[config.mk]
export PLATFORM = sky130hd
export DESIGN_NAME = mult_seq_ctrl_flat
export DESIGN_NICKNAME = d
export VERILOG_FILES = /design/src/rtl/mult_seq_ctrl_if.sv /design/src/rtl/mult_seq_ctrl.sv /design/src/flat_wrapper.sv
export SDC_FILE = /design/constraint.sdc
export NUM_CORES = 1
export LEC_CHECK = 0
export ABC_AREA = 1
export CELL_PAD_IN_SITES_DETAIL_PLACEMENT = 1
export CELL_PAD_IN_SITES_GLOBAL_PLACEMENT = 2
export CORE_ASPECT_RATIO = 0.9
export CORE_MARGIN = 1.5
export CORE_UTILIZATION = 13
export CTS_CLUSTER_SIZE = 10
export DETAILED_ROUTE_END_ITERATION = 6
export GPL_TIMING_DRIVEN = 0
export PLACE_DENSITY_LB_ADDON = 0.1
export SETUP_SLACK_MARGIN = 0.2
export SYNTH_ARGS = -nofsm -noshare
export SYNTH_HDL_FRONTEND = slang
export SYNTH_SLANG_ARGS = --single-unit
[constraint.sdc]
create_clock -name clk -period 2.3 [get_ports clk]
set_input_delay 0.345 -clock clk [delete_from_list [all_inputs] [get_ports clk]]
set_output_delay 0.345 -clock clk [all_outputs]
set_load 0.005 [all_outputs]
[src/rtl/mult_seq_ctrl_if.sv]
// Strobe/status bundle between the multiplier controller (master) and its shift-add datapath
// (slave).
interface mult_seq_ctrl_if #(
  parameter int unsigned CNT_W = 6
);
  logic             start;
  logic             prod_lsb;
  logic [CNT_W-1:0] counter;
  logic             busy;
  logic             done;
  logic             ldrstcounter;
  logic             ldencounter;
  logic             ldp;
  logic             ldsum;
  logic             ldlier;
  logic             ldcand;
  logic             ldshift;

  modport master (
    input  start, prod_lsb, counter,
    output busy, done, ldrstcounter, ldencounter, ldp, ldsum, ldlier, ldcand, ldshift
  );

  modport slave (
    output start, prod_lsb, counter,
    input  busy, done, ldrstcounter, ldencounter, ldp, ldsum, ldlier, ldcand, ldshift
  );
endinterface

[src/rtl/mult_seq_ctrl.sv]
// Moore control FSM for the sequential shift-add multiplier datapath.
// Optional MULT_PERF_CNT_EN adds an op_cycles output reporting the latency of the last operation.
module mult_seq_ctrl #(
  parameter int unsigned WIDTH = 32,
  parameter int unsigned CNT_W = 6
) (
  input  logic              clk,
  input  logic              rst,
  mult_seq_ctrl_if.master   bus
`ifdef MULT_PERF_CNT_EN
  ,
  output logic [7:0]        op_cycles
`endif
);

  typedef enum logic [2:0] {StIdle, StLoad, StTest, StAdd, StShift, StDone} state_e;

  state_e st_q, st_d;

  always_ff @(posedge clk) begin
    if (rst) st_q <= StIdle;
    else     st_q <= st_d;
  end

  always_comb begin
    st_d = st_q;
    unique case (st_q)
      StIdle:  if (bus.start) st_d = StLoad;
      StLoad:  st_d = StTest;
      // >= so a runaway datapath counter still terminates the operation
      StTest: begin
        if (bus.counter >= CNT_W'(WIDTH)) st_d = StDone;
        else if (bus.prod_lsb)             st_d = StAdd;
        else                               st_d = StShift;
      end
      StAdd:   st_d = StShift;
      StShift: st_d = StTest;
      StDone:  st_d = StIdle;
      default: st_d = StIdle;
    endcase
  end

  always_comb begin
    bus.busy         = (st_q != StIdle);
    bus.done         = 1'b0;
    bus.ldrstcounter = 1'b0;
    bus.ldencounter  = 1'b0;
    bus.ldp          = 1'b0;
    bus.ldsum        = 1'b0;
    bus.ldlier       = 1'b0;
    bus.ldcand       = 1'b0;
    bus.ldshift      = 1'b0;
    unique case (st_q)
      StLoad: begin
        bus.ldlier       = 1'b1;
        bus.ldcand       = 1'b1;
        bus.ldp          = 1'b1;
        bus.ldrstcounter = 1'b1;
      end
      StAdd: begin
        bus.ldp   = 1'b1;
        bus.ldsum = 1'b1;
      end
      StShift: begin
        bus.ldshift     = 1'b1;
        bus.ldencounter = 1'b1;
      end
      StDone:  bus.done = 1'b1;
      default: ;
    endcase
  end

`ifdef MULT_PERF_CNT_EN
  logic [7:0] cyc_q, cyc_d;
  logic [7:0] op_cycles_q, op_cycles_d;

  // cyc_q holds the 1-based index of the current cycle since LOAD entry.
  always_comb begin
    cyc_d       = cyc_q;
    op_cycles_d = op_cycles_q;
    if (st_q == StIdle) begin
      if (st_d == StLoad) cyc_d = 8'd1;
    end else begin
      cyc_d = cyc_q + 8'd1;
    end
    if (st_q != StDone && st_d == StDone) op_cycles_d = cyc_q + 8'd1;
  end

  always_ff @(posedge clk) begin
    if (rst) begin
      cyc_q       <= 8'd0;
      op_cycles_q <= 8'd0;
    end else begin
      cyc_q       <= cyc_d;
      op_cycles_q <= op_cycles_d;
    end
  end

  assign op_cycles = op_cycles_q;
`endif

endmodule
[src/flat_wrapper.sv]
// flat-port wrapper written by rule: the top's interface ports become plain ports
module mult_seq_ctrl_flat 
#(
  parameter int unsigned WIDTH = 32,
  parameter int unsigned CNT_W = 6
)
  (clk, rst, bus_start, bus_prod_lsb, bus_counter, bus_busy, bus_done, bus_ldrstcounter, bus_ldencounter, bus_ldp, bus_ldsum, bus_ldlier, bus_ldcand, bus_ldshift);
  mult_seq_ctrl_if #(.CNT_W(CNT_W)) bus_i ();
  input  logic clk;
  input  logic rst;
  input wire logic [$bits(bus_i.start)-1:0] bus_start;
  input wire logic [$bits(bus_i.prod_lsb)-1:0] bus_prod_lsb;
  input wire logic [$bits(bus_i.counter)-1:0] bus_counter;
  output wire logic [$bits(bus_i.busy)-1:0] bus_busy;
  output wire logic [$bits(bus_i.done)-1:0] bus_done;
  output wire logic [$bits(bus_i.ldrstcounter)-1:0] bus_ldrstcounter;
  output wire logic [$bits(bus_i.ldencounter)-1:0] bus_ldencounter;
  output wire logic [$bits(bus_i.ldp)-1:0] bus_ldp;
  output wire logic [$bits(bus_i.ldsum)-1:0] bus_ldsum;
  output wire logic [$bits(bus_i.ldlier)-1:0] bus_ldlier;
  output wire logic [$bits(bus_i.ldcand)-1:0] bus_ldcand;
  output wire logic [$bits(bus_i.ldshift)-1:0] bus_ldshift;
  assign bus_i.start = bus_start;
  assign bus_i.prod_lsb = bus_prod_lsb;
  assign bus_i.counter = bus_counter;
  assign bus_busy = bus_i.busy;
  assign bus_done = bus_i.done;
  assign bus_ldrstcounter = bus_i.ldrstcounter;
  assign bus_ldencounter = bus_i.ldencounter;
  assign bus_ldp = bus_i.ldp;
  assign bus_ldsum = bus_i.ldsum;
  assign bus_ldlier = bus_i.ldlier;
  assign bus_ldcand = bus_i.ldcand;
  assign bus_ldshift = bus_i.ldshift;
  mult_seq_ctrl #(.WIDTH(WIDTH), .CNT_W(CNT_W)) u_core (.clk(clk), .rst(rst), .bus(bus_i));
endmodule
==> flow_summary.json <==
{
  "status": "finished, final reports clean",
  "gp_congestion": 0.707,
  "largest_register_ffs": 3,
  "top_regs": "u_core.st_q: 3 flops",
  "viasPerCell": 3.44,
  "die_h_um": 41.3,
  "io_buffers": 13,
  "cp.arrival_ns": 1.51,
  "drtIter0Drc": 1,
  "fmax_mhz": 540,
  "drc": 0,
  "synthXorXnorAreaFrac": 0,
  "top_register": "u_core.st_q",
  "ioPinCount": 19,
  "synth-simple-area-share": 0.420,
  "worstMarginPinSlew_ns": 0.287,
  "setup_viol": 0,
  "ys_seq_area_frac": 0.284,
  "period_share": 0.805,
  "cts.sinks": 3,
  "cts_buffers": 3,
  "cts_tree": "yes",
  "crit_fanout": 7,
  "holdBufCountCts": 0,
  "clockRootBuffer": "clkbuf_4",
  "place_inst": 69,
  "setup-tns-final_ns": 0,
  "rsz0062_at_grt": "false",
  "synth_compound_area_frac": 0.0651,
  "hold_slack_ns": 0.599,
  "wl_per_cell_um": 8.32,
  "core.rowCount": 13,
  "wl_um": 607,
  "muxShareOfSynthArea": 0,
  "grt_use_total": 0.0758,
  "die-area_mm2": 0.00188,
  "p_leak_nw": 0.181,
  "final_nets": 62,
  "clk_latency_ns": 0.23,
  "core_mm2": 0.00148,
  "grt_pass1_vias": 229,
  "die_w_um": 45.5,
  "ys_seq_elements": 3,
  "diodes": 0,
  "cts_max_level": 1,
  "grt_max_degree": 8,
  "layout-drive-gt1-share": 0.255,
  "synth_cell_types": 13,
  "cp.required_ns": 1.96,
  "synthesis.area_um2": 211,
  "syn_avg_cell_area_um2": 6.22,
  "cts_resized": 0,
  "synth_cells": 34,
  "timing.final.max_slew_violations": 0,
  "antenna_found_initial": 0,
  "crit_path_end_kind": "output pin",
  "grt_pass1_wl_um": 945,
  "hold_path_class": "flip-flop to flip-flop",
  "cts.clk_slew.worst_paths_ns": 0.04,
  "synth_top_family_by_area": "simple AND/OR/NAND/NOR gates",
  "ant_nets": 0,
  "place_hpwl_um": 514,
  "skew_ns": 0.00164,
  "synthAdderAreaFrac": 0,
  "irDropWorstVdd_mv": 0.213,
  "post_cts_buffers": 0,
  "grt_overflow": 0,
  "firstDrtPassIters": 2,
  "yosysWarnings": 0,
  "finalHoldViolCount": 0,
  "startpoint_type": "flip-flop",
  "syn-num-nets": 44,
  "max_slew_margin": 0.808,
  "power_mw": 0.277,
  "area_delta_synth_final_pct": 87.0,
  "drv_cap": 0,
  "p_per_area_mw_per_mm2": 700,
  "finalNonFillerCells": 73,
  "crit_type": "flip-flop to output pin",
  "start_util": 0.143,
  "cts_buffer_depth": 2,
  "via_count": 251,
  "fin_crit_ns": 1.85
}
[cells in the mapped netlist]
library cell	number	area [µm²]
nor2_1	6	22.5
nor2_2	1	6.26
inv_1	4	15.0
buf_4	3	22.5
a21oi_2	1	8.76
o21ai_0	1	5.00
nor3_1	2	10.0
inv_2	3	11.3
nand3_1	2	10.0
nand2_2	1	6.26
nor2_4	1	11.3
dfxtp_1	3	60.1
nand2_1	6	22.5
[worst max-delay path: stages, from the launching register on]
cell and delay (ns):
dfxtp_1 0.47, inv_2 0.07, nand3_1 0.10, inv_1 0.07, buf_4 0.13, clkdlybuf4s50_1 0.43
[final cells by class]
class / count / area (µm²)
multi-input combinational: 21 / 103
sequential: 3 / 60.1
clock buffer: 4 / 26.3
buffer: 3 / 22.5
tap: 22 / 27.5
inverter: 7 / 26.3
timing repair buffer: 13 / 130
fill: 183 / 1080
[worst paths after layout]
check / from / end / slack, ns / cells after the start
hold reg to reg: u_core.st_q[1] / u_core.st_q[2] / 0.60 / 2
setup reg to reg: u_core.st_q[1] / u_core.st_q[1] / 1.30 / 5
setup / recovery: u_core.st_q[1] / bus_ldlier / 0.45 / 5
hold / removal: u_core.st_q[1] / u_core.st_q[2] / 0.60 / 2
[layer usage]
metal	up-vias	wire, µm	global-route usage
met5	-	0	0
met4	0	0	0.0662
met3	0	33	0.0132
met2	9	311	0.123
met1	110	262	0.0867
li1	132	-	-
[where the power goes]
part / internal [mW] / switching (mW) / leakage (nW)
combinational: 0.0682 / 0.0431 / 0.141
sequential: 0.0596 / 0.0143 / 0.0247
clock: 0.0650 / 0.0264 / 0.0150
total: 0.193 / 0.0838 / 0.181
[logic make-up after synthesis]
logic type	count (synthesis)
AOI/OAI and AO/OA	2
buffers and inverters	10
and+or+nand+nor	19
DFF	3
[stage by stage]
| stage | util | instance area [µm²] | setup slack, ns |
|---|---|---|---|
| 3_3_place_gp | 0.249 | 369 | 0.686 |
| 6_report | 0.267 | 395 | 0.448 |
| 2_1_floorplan | - | 211 | 1.20 |
| 3_5_place_dp | 0.249 | 369 | 0.671 |
| 4_1_cts | 0.267 | 395 | 0.416 |
| 5_1_grt | 0.267 | 395 | 0.327 |
[layout by cell type, fill, tap and decap left out]
master and instances:
clkdlybuf4s50_1 13, nand2_1 6, nor2_1 6, inv_1 4, inv_2 3, buf_4 3, clkbuf_4 3, dfxtp_1 3
nand3_1 2, nor3_1 2, nor2_4 1, nand2_2 1, nor2_2 1, a21oi_2 1, o21ai_0 1, clkbuf_1 1
Power figures use the tool's default switching activity.
